<file path="src/rtl/if_stage.sv">
// Instruction-fetch stage: PC, synchronous ROM port, 1-entry skid buffer, stall/redirect control.
// Optional performance counters are enabled by defining IF_PERF_CNT_EN.
module if_stage #(
    parameter logic [31:0] RESET_PC = 32'h0000_0000,
    parameter int          IMEM_AW  = 8
) (
    input  logic               clk,
    input  logic               rst_n,
    input  logic               cu_wpcir,
    input  logic               cu_branch,
    input  logic [31:0]        br_target,
    output logic [IMEM_AW-1:0] imem_addr,
    input  logic [31:0]        imem_data,
    output logic [31:0]        if_inst,
    output logic [31:0]        if_pc4,
    output logic [3:0]         IF_ins_type,
    output logic [3:0]         IF_ins_number,
`ifdef IF_PERF_CNT_EN
    output logic [31:0]        perf_fetch_cnt,
    output logic [31:0]        perf_stall_cnt,
`endif
    output logic [1:0]         state_dbg
);

    // Handshake: the word on if_inst is consumed at the next posedge unless
    // cu_wpcir=1; cu_branch squashes it in the same cycle when not stalled.
    typedef enum logic [1:0] {
        S_BOOT     = 2'd0,
        S_RUN      = 2'd1,
        S_HOLD     = 2'd2,
        S_REDIRECT = 2'd3
    } state_t;

    state_t      state, state_nx;
    logic [31:0] pc_reg, pc_nx;
    logic [31:0] inst_pc, inst_pc_nx;
    logic [31:0] hold_buf, hold_nx;
    logic [3:0]  seq, seq_nx;
    logic        live, redirect, accept, stall;
    logic [31:0] offered;
    logic [31:0] br_aligned;
    logic [5:0]  opcode;

    assign live       = (state == S_RUN) || (state == S_HOLD);
    assign stall      = live && cu_wpcir;
    assign redirect   = live && !cu_wpcir && cu_branch;
    assign accept     = live && !cu_wpcir && !cu_branch;
    assign offered    = (state == S_HOLD) ? hold_buf : imem_data;
    assign br_aligned = br_target & ~32'h0000_0003;

    assign imem_addr     = pc_reg[IMEM_AW+1:2];
    assign if_inst       = (live && !redirect) ? offered : 32'h0;
    assign if_pc4        = (live && !redirect) ? (inst_pc + 32'd4) : 32'h0;
    assign IF_ins_number = seq;
    assign state_dbg     = state;
    assign opcode        = if_inst[31:26];

    always_comb begin
        IF_ins_type = 4'd15;
        if (if_inst == 32'h0)              IF_ins_type = 4'd0;
        else if (opcode == 6'b000000)      IF_ins_type = 4'd1;
        else if (opcode[5:3] == 3'b001)    IF_ins_type = 4'd2;
        else if (opcode == 6'b100011)      IF_ins_type = 4'd3;
        else if (opcode == 6'b101011)      IF_ins_type = 4'd4;
        else if (opcode[5:1] == 5'b00010)  IF_ins_type = 4'd5;
        else if (opcode[5:1] == 5'b00001)  IF_ins_type = 4'd6;
    end

    always_comb begin
        state_nx   = state;
        pc_nx      = pc_reg;
        inst_pc_nx = inst_pc;
        hold_nx    = hold_buf;
        seq_nx     = seq;
        case (state)
            S_BOOT, S_REDIRECT: begin
                inst_pc_nx = pc_reg;
                pc_nx      = pc_reg + 32'd4;
                state_nx   = S_RUN;
            end
            default: begin
                if (cu_wpcir) begin
                    // First stalled cycle captures the ROM word before it is overwritten.
                    state_nx = S_HOLD;
                    if (state == S_RUN) hold_nx = imem_data;
                end else if (cu_branch) begin
                    pc_nx    = br_aligned;
                    state_nx = S_REDIRECT;
                end else begin
                    inst_pc_nx = pc_reg;
                    pc_nx      = pc_reg + 32'd4;
                    seq_nx     = seq + 4'd1;
                    state_nx   = S_RUN;
                end
            end
        endcase
    end

    always_ff @(posedge clk or negedge rst_n) begin
        if (!rst_n) begin
            state    <= S_BOOT;
            pc_reg   <= RESET_PC;
            inst_pc  <= RESET_PC;
            hold_buf <= 32'h0;
            seq      <= 4'd0;
        end else begin
            state    <= state_nx;
            pc_reg   <= pc_nx;
            inst_pc  <= inst_pc_nx;
            hold_buf <= hold_nx;
            seq      <= seq_nx;
        end
    end

`ifdef IF_PERF_CNT_EN
    logic [31:0] perf_fetch_q, perf_stall_q;

    always_ff @(posedge clk or negedge rst_n) begin
        if (!rst_n) begin
            perf_fetch_q <= 32'h0;
            perf_stall_q <= 32'h0;
        end else begin
            if (accept && (perf_fetch_q != 32'hFFFF_FFFF)) perf_fetch_q <= perf_fetch_q + 32'd1;
            if (stall && (perf_stall_q != 32'hFFFF_FFFF))  perf_stall_q <= perf_stall_q + 32'd1;
        end
    end

    assign perf_fetch_cnt = perf_fetch_q;
    assign perf_stall_cnt = perf_stall_q;
`endif

endmodule

</file>
<file path="config.mk">
export PLATFORM = sky130hd
export DESIGN_NAME = if_stage
export DESIGN_NICKNAME = d
export VERILOG_FILES = /design/src/rtl/if_stage.sv
export SDC_FILE = /design/constraint.sdc
export NUM_CORES = 1
export LEC_CHECK = 0
export CAP_MARGIN = 20
export CORE_ASPECT_RATIO = 0.7
export CORE_MARGIN = 2
export CORE_UTILIZATION = 45
export CTS_BUF_LIST = sky130_fd_sc_hd__clkbuf_8
export CTS_CLUSTER_SIZE = 10
export DETAILED_ROUTE_END_ITERATION = 6
export PLACE_DENSITY_LB_ADDON = 0.08
export SLEW_MARGIN = 20
export SYNTH_ARGS = -nofsm -noshare
export SYNTH_HDL_FRONTEND = slang
export SYNTH_SLANG_ARGS = --single-unit
</file>
<file path="constraint.sdc">
create_clock -name clk -period 4.55 [get_ports clk]
set_input_delay 0.6825 -clock clk [delete_from_list [all_inputs] [get_ports clk]]
set_output_delay 0.6825 -clock clk [all_outputs]
set_load 0.02 [all_outputs]
</file>
==> results.json <==
{
  "outcome": "finished clean",
  "drive_gt1_share_pct": 9.20,
  "cts_tree": "built",
  "critPathBufInv": 2,
  "drv_slew": 0,
  "worst_setup_path_end_kind": "primary output",
  "cp_cell_sequence": "inv_1 > ha_2 > mux2i_1 > or3b_2 > nor4b_1 > nor3b_1 > clkdlybuf4s50_1",
  "clkLatencyLatePin_ps": 380,
  "required_ps": 3870,
  "largest_reg_flops": 32,
  "core-area_mm2": 0.0131,
  "dp_hpwl_um": 12100,
  "detail_route.wl_per_cell_um": 17.2,
  "die_w_um": 142,
  "layout_setup_ws_ps": 561,
  "totalWireLength_um": 16700,
  "place_congestion": 0.837,
  "hold_viol_final": 0,
  "grt-ovfl-total": 0,
  "tightest_slew_ps": 934,
  "syn-cell-area_mm2": 0.00601,
  "seq_area_frac_synth_pct": 40.8,
  "relSlewSlack_pct": 37.7,
  "wl_met2_um": 7590,
  "synth_top_area_share_pct": 40.8,
  "nNetsFinal": 872,
  "synth-edff-count": 0,
  "dr.first_iter.drc_count": 462,
  "cts_resized": 0,
  "hp-class": "primary input to asynchronous set/reset pin",
  "grtUsageTotal_pct": 24.0,
  "min_period_ps": 3990,
  "cp_top_family": "simple AND/OR/NAND/NOR gates",
  "route.vias.total": 5507,
  "ios": 150,
  "postCtsSetupRepairBufs": 0,
  "grt_pass1_vias": 5379,
  "grt_pass1_wl_um": 27300,
  "cts_buffers": 9,
  "fp-row-count": 35,
  "cts_buffer_depth": 2,
  "antenna_left": 0,
  "worst_ep_arrival_time_ps": 3310,
  "leakagePower_nw": 3.05,
  "syn_inst": 689,
  "yosys-top-cells-area": "dfrtp_1 41%, nand2_1 7.4%, mux2_2 6.2%",
  "total_power_mw": 6.10,
  "yosys.area.top_type": "dfrtp_1",
  "root_buffer": "clkbuf_8",
  "ys_ff_latch": 98,
  "rsz0062_at_grt": "no",
  "die_h_um": 101,
  "routed_via_density": 5.68,
  "synth_ff_type": "dfrtp_1",
  "drcViolationCount": 0,
  "dp_slack_ps": 660,
  "yosys_warnings": 0,
  "fmax_mhz": 251,
  "initial_utilization_pct": 45.9,
  "port_buffers": 145,
  "path_max_fanout": 18,
  "cts.sinks": 98,
  "ir_drop_v": 0.000369,
  "crit_path_start_kind": "flip-flop",
  "syn_avg_cell_area_um2": 8.72,
  "htreeDepth": 3,
  "setup_viol": 0,
  "worst_path_largest_cell_delay_ps": 560,
  "antenna_found_initial": 0,
  "areaGrowthSynthToFinish_pct": 27.7,
  "grt_max_degree": 72,
  "dr_wl_met3_um": 995,
  "p_per_area_mw_per_mm2": 795,
  "min_period_over_period_pct": 87.7,
  "path_class": "flip-flop to primary output",
  "setup_tns_ps": 0,
  "maxCapViolCount": 0,
  "dr.max_layer_used": "met4",
  "dr.pass1.iters": 5,
  "synth_cell_types": 65,
  "postCtsHoldBufs": 0,
  "fin_skew_ps": 10.5,
  "routedLengthMet1_um": 7980,
  "async_reset_ff_share_pct": 100,
  "dieArea_mm2": 0.0143,
  "slowest_stage": "clkdlybuf4s50_1",
  "clkTransAtPathRegs_ps": 90,
  "n_antenna_cell": 0
}
[placed cells by master, fill, tap and decap left out, drive strengths merged, types with 3 or more instances in the layout]
master / instances
xor2: 8
nor4: 16
or3: 11
o32ai: 3
xnor2: 17
nand4: 14
inv: 11
nor2b: 4
ha: 5
clkdlybuf4s50: 144
a2bb2oi: 5
o22a: 3
clkbuf: 10
dfrtp: 98
and2: 3
o22ai: 11
nand2: 120
o311ai: 3
nor2: 74
nor4b: 3
and3: 11
mux2: 33
o21ai: 26
nand3: 35
nor3: 20
and4: 5
a21oi: 30
a22oi: 6
mux2i: 32
buf: 9
[kinds of logic after synthesis]
group | share of synthesized area [%]
and+or+nand+nor | 26.6
AOI/OAI and AO/OA | 11.1
DFF | 40.8
muxes | 11.5
buffers and inverters | 5.25
xor gates and xnor gates | 3.64
adders and majority gates | 1.04
other | 0.0624
[final timing paths]
| kind | from | to | slack (ps) | depth (start not counted) |
|---|---|---|---|---|
| max in group asynchronous | rst_n | hold_buf[7]$_DFFE_PN0P_ | 3180 | 2 |
| worst min-delay path | rst_n | hold_buf[10]$_DFFE_PN0P_ | 430 | 1 |
| worst max-delay path | state_dbg[0]$_DFF_PN0_ | IF_ins_type[1] | 560 | 7 |
| worst min register to register | IF_ins_number[3]$_DFFE_PN0P_ | IF_ins_number[3]$_DFFE_PN0P_ | 490 | 1 |
| min in group clk | IF_ins_number[3]$_DFFE_PN0P_ | IF_ins_number[3]$_DFFE_PN0P_ | 490 | 1 |
| worst max register to register | state_dbg[0]$_DFF_PN0_ | pc_reg[24]$_DFFE_PN0P_ | 1810 | 9 |
[metal layers]
| layer | up-vias | global-route usage (%) |
|---|---|---|
| li1 | 2651 | - |
| met1 | 2673 | 35.0 |
| met2 | 172 | 37.0 |
| met3 | 11 | 4.75 |
| met4 | 0 | 5.62 |
| met5 | - | 0 |
[worst reg2reg max path: stages (launching register included)]
cell	delay, ps
dfrtp_1	380
inv_1	60
ha_2	420
nor2b_2	60
buf_4	240
nor2_2	140
buf_4	340
inv_2	350
or4_1	590
nand3_1	100
[power breakdown]
part	total (mW)	switching (mW)	internal (mW)	leakage [nW]
Clock	0.629	0.308	0.321	0.113
Combinational	3.62	2.02	1.59	1.79
Sequential	1.85	0.520	1.33	1.15
[layout make-up]
class                           count  area (um2)
Fill cell                        1138        5420
Multi-Input combinational cell    527        3250
Sequential cell                    98        2450
Timing Repair Buffer              153        1510
Tap cell                          166         208
Clock buffer                       10         138
Clock inverter                      6        81.3
Inverter                           10        37.5
[cell usage after synthesis, drive strengths merged (6+ instances only)]
cell type and number:
nand2 120, dfrtp 98, nor2 74, nand3 35, mux2 33, mux2i 32
a21oi 30, clkbuf 28, buf 27, o21ai 26, nor3 20, xnor2 17
nor4 16, nand4 14, and3 11, o22ai 11, or3 11, inv 10
xor2 8, a22oi 6
[stage by stage]
stage          instance area [um2]  utilization (%)  instances  hold WS [ps]
3_5_place_dp                  7460             56.9        954           472
6_report                      7670             58.6        970           432
4_1_cts                       7670             58.6        970           469
5_1_grt                       7670             58.6        970           495
2_1_floorplan                 6010                -        690           387
3_3_place_gp                  7460             56.9        954           464
No activity file was read; power rests on OpenSTA's default activity.
